==> src/rtl/sisc_pkg.sv <==
// SISC shared definitions: field positions, widths,
// opcode map and fetch FSM encoding.
package sisc_pkg;

    localparam int PC_W    = 16;
    localparam int IR_W    = 32;
    localparam int OP_W    = 4;
    localparam int MM_W    = 4;
    localparam int IMM_W   = 16;
    localparam int OP_MSB  = 31;
    localparam int OP_LSB  = 28;
    localparam int MM_MSB  = 27;
    localparam int MM_LSB  = 24;
    localparam int IMM_MSB = 15;
    localparam int IMM_LSB = 0;
    localparam int TIMEOUT = 16;
    localparam int CNT_W   = $clog2(TIMEOUT);

    localparam logic [OP_W-1:0] OP_NOOP = 4'h0;
    localparam logic [OP_W-1:0] OP_ADD  = 4'h1;
    localparam logic [OP_W-1:0] OP_SUB  = 4'h2;
    localparam logic [OP_W-1:0] OP_AND  = 4'h3;
    localparam logic [OP_W-1:0] OP_OR   = 4'h4;
    localparam logic [OP_W-1:0] OP_XOR  = 4'h5;
    localparam logic [OP_W-1:0] OP_NOT  = 4'h6;
    localparam logic [OP_W-1:0] OP_SHL  = 4'h7;
    localparam logic [OP_W-1:0] OP_BRA  = 4'h8;
    localparam logic [OP_W-1:0] OP_BRR  = 4'h9;
    localparam logic [OP_W-1:0] OP_LOD  = 4'hA;
    localparam logic [OP_W-1:0] OP_STR  = 4'hB;
    localparam logic [OP_W-1:0] OP_MOV  = 4'hC;
    localparam logic [OP_W-1:0] OP_LDI  = 4'hD;
    localparam logic [OP_W-1:0] OP_SWAP = 4'hE;
    localparam logic [OP_W-1:0] OP_HLT  = 4'hF;

    typedef enum logic [1:0] {
        ST_IDLE = 2'd0,
        ST_WAIT = 2'd1,
        ST_DONE = 2'd2
    } fetch_state_t;

endpackage

==> src/rtl/sisc_pc_next.sv <==
// Next-PC selection: sequential, absolute or relative,
// all arithmetic modulo 2^PC_W.
module sisc_pc_next
    import sisc_pkg::*;
(
    input  logic [PC_W-1:0]  pc,
    input  logic [IMM_W-1:0] imm,
    input  logic             pc_sel,
    input  logic             br_sel,
    output logic [PC_W-1:0]  pc_next
);

    logic [PC_W-1:0] imm_ext;

    assign imm_ext = PC_W'($signed(imm));

    always_comb begin
        pc_next = pc + PC_W'(1);
        case ({pc_sel, br_sel})
            2'b11:   pc_next = imm_ext;
            2'b10:   pc_next = pc + imm_ext;
            default: pc_next = pc + PC_W'(1);
        endcase
    end

endmodule

==> src/rtl/sisc_fetch.sv <==
// SISC fetch unit: PC register plus single-outstanding
// instruction fetch with ack timeout.
module sisc_fetch
    import sisc_pkg::*;
(
    input  logic             clk,
    input  logic             rst_f,
    input  logic             pc_write,
    input  logic             pc_sel,
    input  logic             br_sel,
    input  logic             ir_load,
    input  logic [IR_W-1:0]  im_rdata,
    input  logic             im_ack,
    output logic             im_req,
    output logic [PC_W-1:0]  im_addr,
    output logic [IR_W-1:0]  ir,
    output logic [OP_W-1:0]  opcode,
    output logic [MM_W-1:0]  mm,
    output logic [IMM_W-1:0] imm,
    output logic [PC_W-1:0]  pc_out,
    output logic             busy,
    output logic             fetch_err
);

    fetch_state_t     state;
    fetch_state_t     state_nx;
    logic [PC_W-1:0]  pc;
    logic [PC_W-1:0]  pc_nx;
    logic [CNT_W-1:0] wait_cnt;
    logic             start;
    logic             take;
    logic             tmo;

    sisc_pc_next u_pc_next (
        .pc      (pc),
        .imm     (imm),
        .pc_sel  (pc_sel),
        .br_sel  (br_sel),
        .pc_next (pc_nx)
    );

    always_ff @(posedge clk) begin
        if (rst_f) state <= ST_IDLE;
        else       state <= state_nx;
    end

    always_comb begin
        state_nx = state;
        start    = 1'b0;
        take     = 1'b0;
        tmo      = 1'b0;
        case (state)
            ST_IDLE: begin
                if (ir_load) begin
                    start    = 1'b1;
                    state_nx = ST_WAIT;
                end
            end
            ST_WAIT: begin
                if (im_ack) begin
                    take     = 1'b1;
                    state_nx = ST_DONE;
                end else if (wait_cnt == CNT_W'(TIMEOUT - 1)) begin
                    tmo      = 1'b1;
                    state_nx = ST_DONE;
                end
            end
            ST_DONE: begin
                // a load arriving in DONE starts the next fetch directly
                if (ir_load) begin
                    start    = 1'b1;
                    state_nx = ST_WAIT;
                end else begin
                    state_nx = ST_IDLE;
                end
            end
            default: state_nx = ST_IDLE;
        endcase
    end

    always_ff @(posedge clk) begin
        if (rst_f) begin
            pc        <= '0;
            ir        <= '0;
            im_addr   <= '0;
            wait_cnt  <= '0;
            fetch_err <= 1'b0;
        end else begin
            if (pc_write) pc <= pc_nx;
            if (start) begin
                im_addr  <= pc;
                wait_cnt <= '0;
            end else if (state == ST_WAIT) begin
                wait_cnt <= wait_cnt + CNT_W'(1);
            end else begin
                wait_cnt <= '0;
            end
            if (take) begin
                ir <= im_rdata;
            end else if (tmo) begin
                ir        <= {OP_NOOP, {(IR_W - OP_W){1'b0}}};
                fetch_err <= 1'b1;
            end
        end
    end

    assign im_req = (state == ST_WAIT);
    assign busy   = (state == ST_WAIT);
    assign pc_out = pc;
    assign opcode = ir[OP_MSB:OP_LSB];
    assign mm     = ir[MM_MSB:MM_LSB];
    assign imm    = ir[IMM_MSB:IMM_LSB];

endmodule

==> config.mk <==
export PLATFORM = sky130hd
export DESIGN_NAME = sisc_fetch
export DESIGN_NICKNAME = d
export VERILOG_FILES = /design/src/rtl/sisc_pkg.sv /design/src/rtl/sisc_pc_next.sv /design/src/rtl/sisc_fetch.sv
export SDC_FILE = /design/constraint.sdc
export NUM_CORES = 1
export LEC_CHECK = 0
export ABC_AREA = 1
export CORE_MARGIN = 2
export CORE_UTILIZATION = 45
export CTS_CLUSTER_DIAMETER = 60
export DETAILED_ROUTE_END_ITERATION = 10
export GPL_TIMING_DRIVEN = 0
export PLACE_DENSITY = 0.84
export SLEW_MARGIN = 15
export SYNTH_ARGS = -nofsm -noshare
export SYNTH_HDL_FRONTEND = slang
export SYNTH_SLANG_ARGS = --single-unit
==> constraint.sdc <==
create_clock -name clk -period 3.6 [get_ports clk]
set_clock_uncertainty 0.1 [all_clocks]
set_input_delay 0.9 -clock clk [delete_from_list [all_inputs] [get_ports clk]]
set_output_delay 0.9 -clock clk [all_outputs]
set_load 0.01 [all_outputs]
==> flow_summary.ini <==
[global_route]
grt_start_max_net_pins = 13
antenna_found_initial = 0
grt_first_pass_wirelength_mm = 18.46
grt_util_all_layers = 0.2354
grt_overflow = 0
grt_pass1_vias = 4086

[worst_setup_path]
crit_arrival_ns = 3.50
crit_type = in -> reg
cpLargestDelayFamily = simple AND/OR/NAND/NOR gates
end_kind = register
r2r_end = pc_out[10]
rr_worst_depth = 12
worst_setup_path_start_kind = input pin
crit_top_cell = nand2_1
worst_ep_required_time_ns = 3.79
reg2reg_slack_ns = 1.32
slowest_delay_ns = 0.47
path_buf_inv = 3
cpMaxStageDelayCell = clkdlybuf4s50_1
reg2reg_from = ir[0]
cp_cell_sequence = clkdlybuf4s50_1 -> inv_1 -> nor2_1 -> inv_1 -> or2_2 -> ha_1 -> fa_1 -> nand2_1 -> nand2_1 -> nand3b_1 -> nand2_2 -> nand2_1 -> nand3_1 -> nand3_1 -> nand2_1 -> a21oi_2
cp_max_fo = 6

[routing]
routed_via_density = 4.951
drc = 0
dr_total_vias = 4109
route.final.wire_length_mm = 10.92
drt_iter0_markers = 223
dr.pass1.iters = 4
wl_per_cell_um = 13.16
ant_nets = 0

[min_path]
hold_depth = 2
whs_endpoint = ir[16]
hold_class = reg -> reg
hp-start = ir[16]

[finish]
layout-drive-gt1-share = 0.1163
stdcell_area_um2 = 5547
layout_common_cells = nand2_1 (165), clkdlybuf4s50_1 (129), dfxtp_1 (71)
final_common_cell = nand2_1
n_antenna_cell = 0
areaGrowthSynthToFinish_pct = 41.49
nets = 773

[power]
power_leakage_nw = 2.338
vdd_ir_drop_max_mv = 0.2252
cellPowerDensity_nw_per_um2 = 335.4

[timing]
setup_ws_ns = 0.2948
min_period_ns = 3.305
rsz0062_at_grt = false
relSlewSlack = 0.6079
max_freq_ghz = 0.3026
finalHoldViolCount = 0
period_share = 0.9181
worst_slew_pin_slew_ns = 0.5881
slew_viol_final = 0
setup_viol = 0

[floorplan]
dieArea_um2 = 9474
core_um2 = 8593
die_h_um = 97.34
die_x_um = 97.34
rows = 34
start_util = 0.4562
ios = 130

[logic_synthesis]
synthMuxAreaShare = 0
yosysUniqueCellTypes = 32
synth_compound_area_frac = 0.1283
syn_avg_cell_area_um2 = 6.794
syn-cell-area_um2 = 3920
synth_xor_area_frac = 0.008937
synthSimpleGateAreaFrac = 0.2975
synth_top_family_by_area = simple AND/OR/NAND/NOR gates
ys_seq_area_frac = 0.3626
yosys_warnings = 0
synthAdderAreaFrac = 0.05618
synthCells = 577
syn-num-nets = 633
synth-seq-cells = 71

[clocking]
clockRootBuffer = clkbuf_8
cts_buffer_depth = 2
cts_made_buffers = 9
htree_levels = 3
clk-insertion-delay-late_ns = 0.35
post_cts_buffers = 0
cts_tree = done
cts_resized = 0
ctsHoldBuffers = 0
clkTransAtPathRegs_ns = 0.08
cts.sinks = 71

[outcome]
outcome = completed

[placed_design]
gp_congestion = 0.8855
place_area_um2 = 5346
post-place-ws_ns = -0.07675
hpwl_mm = 8.548
port_buffers = 129

[job]
max-cap-violations = 0
[power by group]
part	internal, mW	total [mW]	switching [mW]
combinational	0.185	0.351	0.166
sequential	0.823	0.856	0.0328
clock	0.342	0.653	0.311
total	1.35	1.86	0.510
[worst max path at each step]
stage / startpoint / end / cells past startpoint
CTS: pc_sel / pc_out[14] / 17
floorplan: pc_sel / pc_out[8] / 15
finish: pc_sel / pc_out[10] / 16
global placement: pc_sel / pc_out[14] / 17
detailed placement: pc_sel / pc_out[14] / 17
global route: pc_sel / pc_out[10] / 16
[state kept, by name, summed over array words and instances (netlist names)]
signal,count
pc_out,16
ir,32
wait_cnt,4
im_addr,16
fetch_err,1
state,2
[cells in the mapped netlist (all sizes together)]
master | instances | share of area
nand3b | 3 | 0.0057
a31oi | 4 | 0.0064
inv | 69 | 0.066
nor3 | 4 | 0.0089
fa | 1 | 0.0051
xor2 | 1 | 0.0022
clkbuf | 8 | 0.0077
nand4 | 1 | 0.0016
buf | 38 | 0.071
and2 | 1 | 0.0022
dlygate4sd1 | 1 | 0.0022
a21oi | 61 | 0.086
o211ai | 5 | 0.0096
o21ai | 21 | 0.027
or2 | 4 | 0.0070
xnor2 | 3 | 0.0067
nand3 | 25 | 0.033
nand2 | 174 | 0.17
dfxtp | 71 | 0.36
nor2 | 66 | 0.066
ha | 16 | 0.051
[worst reg2reg max path, stage by stage (launching register included)]
cell and delay (ns):
dfxtp_1 0.35, or2_2 0.30, ha_1 0.21, fa_1 0.40, nand2_1 0.11, nand2_1 0.08, nand3b_1 0.11, nand2_2 0.09
nand2_1 0.09, nand3_1 0.10, nand3_1 0.11, nand2_1 0.07, a21oi_2 0.10
[cell type report]
class / instances / area (um2)
clock inverter: 4 / 55.05
inverter: 69 / 259.0
buffer: 47 / 315.3
clock buffer: 12 / 145.1
timing repair buffer: 129 / 1291
sequential: 71 / 1421
multi-input combinational: 390 / 1924
tap: 108 / 135.1
fill: 750 / 3047
[routing by layer]
metal	up-vias	part of all wire	GRT usage
met5	-	0	0
met4	0	0.018	0.09081
met3	17	0.087	0.06115
met2	144	0.49	0.4167
met1	1874	0.41	0.2718
li1	2074	-	-
[per-stage QoR]
step | utilization | setup TNS [ns] | total power, mW | instances | hold WS [ns]
finish | 0.6455 | 0 | 1.860 | 830 | 0.3679
detailed placement | 0.6222 | -0.1405 | 1.226 | 814 | 0.3563
global route | 0.6455 | 0 | 1.934 | 830 | 0.3905
CTS | 0.6455 | 0 | 1.871 | 830 | 0.3677
floorplan | - | 0 | 1.045 | 577 | 0.3175
global placement | 0.6222 | 0 | 1.216 | 814 | 0.3289
[cell families (layout without fill, tap and decap cells)]
| family | count (synthesis) | count (layout) |
|---|---|---|
| AOI/OAI and AO/OA | 91 | 91 |
| xor gates and xnor gates | 4 | 4 |
| adders and majority gates | 17 | 17 |
| buffers and inverters | 116 | 261 |
| DFF | 71 | 71 |
| and+or+nand+nor | 278 | 278 |
Note: power is estimated with default switching activity, not from simulation.
